--- config.mk ---
export PLATFORM = sky130hd
export DESIGN_NAME = btn_debouncer_multi
export DESIGN_NICKNAME = d
export VERILOG_FILES = /design/src/rtl/btn_debouncer_multi.sv
export SDC_FILE = /design/constraint.sdc
export NUM_CORES = 1
export LEC_CHECK = 0
export ABC_AREA = 1
export CAP_MARGIN = 10
export CORE_UTILIZATION = 40
export CTS_CLUSTER_DIAMETER = 150
export DETAILED_ROUTE_END_ITERATION = 8
export PLACE_DENSITY_LB_ADDON = 0.3
export SLEW_MARGIN = 20
export SYNTH_ARGS = -nofsm -noshare
export SYNTH_HDL_FRONTEND = slang
export SYNTH_SLANG_ARGS = --single-unit
--- constraint.sdc ---
create_clock -name clk_in -period 2.75 [get_ports clk_in]
set_clock_uncertainty 0.1 [all_clocks]
set_input_delay 0.55 -clock clk_in [delete_from_list [all_inputs] [get_ports clk_in]]
set_output_delay 0.55 -clock clk_in [all_outputs]
set_load 0.05 [all_outputs]
--- src/rtl/btn_debouncer_multi.sv ---
// btn_debouncer_multi: per-channel synchronise+debounce of btn_in (clk_in, sync rst_in) to btn_out with rise_out/fall_out/repeat_out pulses and clr_in-cleared press_pending_out; auto-repeat built only under BTN_DEBOUNCE_REPEAT_EN
module btn_debouncer_multi #(
  parameter int NUM_BTNS = 4,
  parameter int DEBOUNCE_CLOCKS = 10,
  parameter int SYNC_STAGES = 2,
  parameter logic [NUM_BTNS-1:0] ACTIVE_LOW_MASK = '0,
  parameter int REPEAT_DELAY = 50_000_000,
  parameter int REPEAT_PERIOD = 10_000_000
) (
  input  logic                clk_in,
  input  logic                rst_in,
  input  logic [NUM_BTNS-1:0] btn_in,
  input  logic [NUM_BTNS-1:0] clr_in,
  output logic [NUM_BTNS-1:0] btn_out,
  output logic [NUM_BTNS-1:0] rise_out,
  output logic [NUM_BTNS-1:0] fall_out,
  output logic [NUM_BTNS-1:0] repeat_out,
  output logic [NUM_BTNS-1:0] press_pending_out
);
  localparam int CW = $clog2(DEBOUNCE_CLOCKS + 1);
  logic [NUM_BTNS-1:0] sync_q [SYNC_STAGES];
  logic [NUM_BTNS-1:0] sync;
  logic [NUM_BTNS-1:0] out_next;
  assign sync = sync_q[SYNC_STAGES-1];
  always_ff @(posedge clk_in)
    if (rst_in) begin
      for (int s = 0; s < SYNC_STAGES; s++) sync_q[s] <= '0;
    end else begin
      sync_q[0] <= btn_in ^ ACTIVE_LOW_MASK;
      for (int s = 1; s < SYNC_STAGES; s++) sync_q[s] <= sync_q[s-1];
    end
  for (genvar i = 0; i < NUM_BTNS; i++) begin : g_ch
    logic [CW-1:0] cnt;
    logic done;
    assign done = sync[i] != btn_out[i] && cnt == CW'(DEBOUNCE_CLOCKS - 1);
    assign out_next[i] = done ? sync[i] : btn_out[i];
    always_ff @(posedge clk_in)
      cnt <= (rst_in || done || sync[i] == btn_out[i]) ? '0 : cnt + 1'b1;
`ifdef BTN_DEBOUNCE_REPEAT_EN
    localparam int HW = $clog2((REPEAT_DELAY > REPEAT_PERIOD ? REPEAT_DELAY : REPEAT_PERIOD) + 1);
    logic [HW-1:0] hold;
    logic first, rep, held, fire;
    // held excludes the rise edge and the fall edge, so repeat never lands on either pulse
    assign held = btn_out[i] & out_next[i];
    assign fire = held && hold == (first ? HW'(REPEAT_DELAY - 1) : HW'(REPEAT_PERIOD - 1));
    always_ff @(posedge clk_in)
      if (rst_in || !held) begin
        hold <= '0;
        first <= 1'b1;
        rep <= 1'b0;
      end else begin
        hold <= fire ? '0 : hold + 1'b1;
        first <= first & ~fire;
        rep <= fire;
      end
    assign repeat_out[i] = rep;
`else
    assign repeat_out[i] = 1'b0;
`endif
  end
  // flag sets from the registered pulses, so a clear in the pulse cycle loses to the set
  always_ff @(posedge clk_in)
    if (rst_in) begin
      btn_out <= '0;
      rise_out <= '0;
      fall_out <= '0;
      press_pending_out <= '0;
    end else begin
      btn_out <= out_next;
      rise_out <= out_next & ~btn_out;
      fall_out <= ~out_next & btn_out;
      press_pending_out <= rise_out | repeat_out | (press_pending_out & ~clr_in);
    end
endmodule

# Word-level counts from Yosys, hierarchy flattened
# Memories as Yosys holds them, arrays and structs flattened.
# Cells that the tools add are included.
# word_totals
ff_bits	32
ramBits	8
out_inout_bits	20
mem_count	1
# memory_table
memory	depth	width	rd	rd_clocked_by_memory_dff	wr	line_no	rtl
sync_q	2	4	2	0	2	21	logic [NUM_BTNS-1:0] sync_q [SYNC_STAGES];
# classes
addsub	4
n_eq_ne	12
muxes	9
bitwise	9
reduce_logical	12
# op_table
cell	count
adder 4 x 1 -> 4 bit (second input constant)	4
equality test 4 bit (second input constant)	4
bitwise AND 4 bit	3
inverter 4 bit	3
logical OR 1 bit	8
2-to-1 mux 4 bit	2
2-to-1 mux 1 bit	7
equality test 1 bit	4
logical AND 1 bit	4
!= test 1 bit	4
OR 4 bit	1
OR 1 bit	2

# Depth between registers and ports, before layout
# An unclocked memory read counts as a cell.
# logic_depth
word_depth	6
mapped_depth	6
depth_no_buf	6

# Worst setup path after synthesis
# No wires, ideal clock.
# synth_path
kind	register to output
startpoint	register btn_out[0]
endpoint	output port btn_out[0]
t_arrival_ns	0.618
t_required_ns	2.100
path_slack_ns	1.482
stages_incl_launch_ff	1
path_buffers	0
cell_sequence	dfxtp_1
# synth_lines
element	line_no	rtl
start: declaration	14	output logic [NUM_BTNS-1:0] btn_out,
start signal: assignment	69	btn_out <= out_next;
# No word-level cell between the ends.

# Worst setup path after layout
# layout_path
startpoint	register btn_out[0]
endpoint	output port btn_out[0]
# No word-level cell between the ends.

==> flow_metrics.py <==
metrics = {
    "detailed_routing": {
        "vias": 1142,
        "wire_per_inst_um": 8.757,
        "finalWirelength_um": 2303,
        "drt_iter0_markers": 47,
        "first_pass_iters": 4,
        "viasPerCell": 4.342,
        "drc": 0,
        "ant_nets": 0,
    },
    "cts": {
        "cts.path.max_buffers": 2,
        "clkSlewWorstSetupHoldPaths_ns": 0.07,
        "hold_buffers": 0,
        "cts_sinks": 40,
        "cts_setup_buffers": 0,
        "insertion_delay_ns": 0.29,
        "cts_max_level": 2,
        "cts_buffers": 5,
        "post_cts_resized": 0,
        "tritoncts": "done",
        "cts_root_buf": "clkbuf_8",
    },
    "floorplan": {
        "die_h_um": 65.40,
        "core_um2": 3771,
        "rows": 22,
        "start_util_pct": 42.63,
        "ios": 30,
        "die_area_um2": 4277,
        "die-width_um": 65.40,
    },
    "setup_path": {
        "r2r-start": "g_ch[1].cnt[0]",
        "critPathArrivalTime_ns": 1.46,
        "crit_fanout": 3,
        "cp_cell_sequence": "clkdlybuf4s50_1",
        "crit_family": "buffers and inverters",
        "crit_path_start": "btn_out[0]",
        "r2r_slack_ns": 1.61,
        "slowest_stage": "clkdlybuf4s50_1",
        "reg2reg_depth": 4,
        "crit_path_end_kind": "output pin",
        "r2r-end": "g_ch[1].cnt[0]",
        "critical_path_required_ns": 2.10,
        "cp-endpoint": "btn_out[0]",
        "startpoint_type": "register",
        "criticalPathCategory": "reg -> out",
        "cpPeakStageDelay_ns": 0.81,
        "path_buf_inv": 1,
        "cp.depth": 1,
    },
    "global_routing": {
        "grt_pass1_vias": 1042,
        "grt_usage_pct": 13.67,
        "overflow": 0,
        "grt_start_max_net_pins": 14,
        "antenna_found_initial": 0,
        "grt_first_pass_wirelength_um": 4250,
    },
    "timing": {
        "hold_violations": 0,
        "fmax_mhz": 474.3,
        "rsz0062_at_grt": "false",
        "tightest_slew_ns": 0.4982,
        "finalSetupViolCount": 0,
        "slew_headroom_pct": 66.68,
        "fin_crit_sh_pct": 76.66,
        "report.final.slew_viol_count": 0,
        "fin_tns_setup_ns": 0,
        "period_needed_ns": 2.108,
    },
    "power_and_ir_drop": {
        "intPower_mw": 0.8745,
        "vdd_drop_max_uv": 237.8,
        "p_comb_share_pct": 4.7,
        "clkPwrFrac_pct": 41.5,
        "total_leakage_power_nw": 0.8174,
        "p_seq_share_pct": 53.8,
        "switching_power_mw": 0.2241,
        "p_per_area_nw_per_um2": 549.8,
        "p_sw_share_pct": 20.40,
    },
    "status": {
        "outcome": "finished, final reports clean",
    },
    "final_layout": {
        "num-nets-final": 232,
        "final_common_cell": "dfxtp_1",
        "drive_gt1_share_pct": 11.63,
        "area_delta_synth_final_pct": 24.28,
        "final_cell_mix": "40 x dfxtp_1, 32 x nor2_1, 28 x inv_1, 28 x nand2_1, 25 x clkdlybuf4s50_1",
        "fin_util_pct": 52.99,
        "n_antenna_cell": 0,
    },
    "yosys": {
        "ys_ff_latch": 40,
        "netlist.area_leader.share_pct": 49.81,
        "synth_cells": 184,
        "ys_warn_count": 0,
        "ys_types": 18,
        "synth_area_um2": 1608,
        "yosysTopAreaCell": "dfxtp_1",
        "syn_area_per_cell_um2": 8.738,
        "yosysSeqAreaShare_pct": 49.81,
        "synth_area_leaders": "dfxtp_1 50%, nand3_4 8.7%, nor2_1 7.5%",
    },
    "placed_design": {
        "dp_hpwl_um": 1660,
        "gp_congestion": 0.7091,
        "io_buffer_count": 25,
    },
    "min_path": {
        "hold_depth": 2,
        "min-delay-path-class": "reg -> reg",
    },
    "job": {
        "maxCapViolCount": 0,
    },
}
## metal layers
layer / vias to the layer above / GRT usage (%) / wire (um)
met1: 492 / 15.18 / 1070
met5: - / 0 / 0
met4: 0 / 8.967 / 70
met2: 30 / 21.65 / 1041
met3: 7 / 5.208 / 122
li1: 613 / - / -
## registers in the layout, summed over array words and instances (netlist names)
| register | flops |
|---|---|
| rise_out | 4 |
| press_pending_out | 4 |
| fall_out | 4 |
| sync_q | 8 |
| btn_out | 4 |
| g_ch.cnt | 16 |
## cells in the mapped netlist, drive strengths merged
library cell / n
a21oi: 4
buf: 6
conb: 1
dfxtp: 40
ha: 8
inv: 33
nand2: 28
nand3: 12
nand4: 4
nor2: 36
nor3: 8
xnor2: 4
## cell families (layout without fill, tap and decap cells)
| logic type | Yosys count | in the layout | share of synthesized area, % |
|---|---|---|---|
| AND/OR/NAND/NOR | 88 | 88 | 29.57 |
| flip-flops | 40 | 40 | 49.81 |
| buffers and inverters | 39 | 67 | 10.74 |
| adder cells (fa/ha/maj) | 8 | 8 | 6.226 |
| AO/OA/AOI/OAI | 4 | 4 | 1.245 |
| XOR/XNOR | 4 | 4 | 2.179 |
| other | 1 | 4 | 0.2332 |
## final cells by class
| cell class | count | area, um2 |
|---|---|---|
| Fill cell | 367 | 1773 |
| Inverter | 33 | 126.4 |
| Multi-Input combinational cell | 108 | 645.6 |
| Timing Repair Buffer | 26 | 257.7 |
| Tap cell | 48 | 60.06 |
| Clock buffer | 6 | 72.57 |
| Clock inverter | 2 | 35.03 |
| Sequential cell | 40 | 800.8 |
## metrics by stage
step	power (mW)	std cells	worst slack (ns)	instance area [um2]	hold slack, ns
after floorplan	0.6431	187	1.482	1619	0.2883
after CTS	1.119	263	0.6064	1998	0.2996
after global placement	0.6555	255	0.9494	1891	0.2891
after global routing	1.154	263	0.5511	1998	0.3288
final	1.099	263	0.6418	1998	0.2961
after detailed placement	0.6562	255	0.9362	1891	0.2943
## worst min path at each step
stage	start	end	slack (ns)
6_report	sync_q[0][0]	sync_q[0][4]	0.30
5_1_grt	sync_q[0][1]	sync_q[0][5]	0.33
3_3_place_gp	sync_q[0][3]	sync_q[0][7]	0.29
3_5_place_dp	sync_q[0][2]	sync_q[0][6]	0.29
2_1_floorplan	sync_q[0][0]	sync_q[0][4]	0.29
4_1_cts	sync_q[0][0]	sync_q[0][4]	0.30
## power groups by stage
| stage | Sequential (mW) | Clock [mW] | Combinational (mW) |
|---|---|---|---|
| final | 0.591 | 0.456 | 0.0514 |
| after global routing | 0.592 | 0.504 | 0.0574 |
| after CTS | 0.591 | 0.476 | 0.0524 |
| after detailed placement | 0.604 | 0 | 0.0519 |
| after global placement | 0.604 | 0 | 0.0514 |
| after floorplan | 0.603 | 0 | 0.0398 |
(Power assumes the default switching activity.)
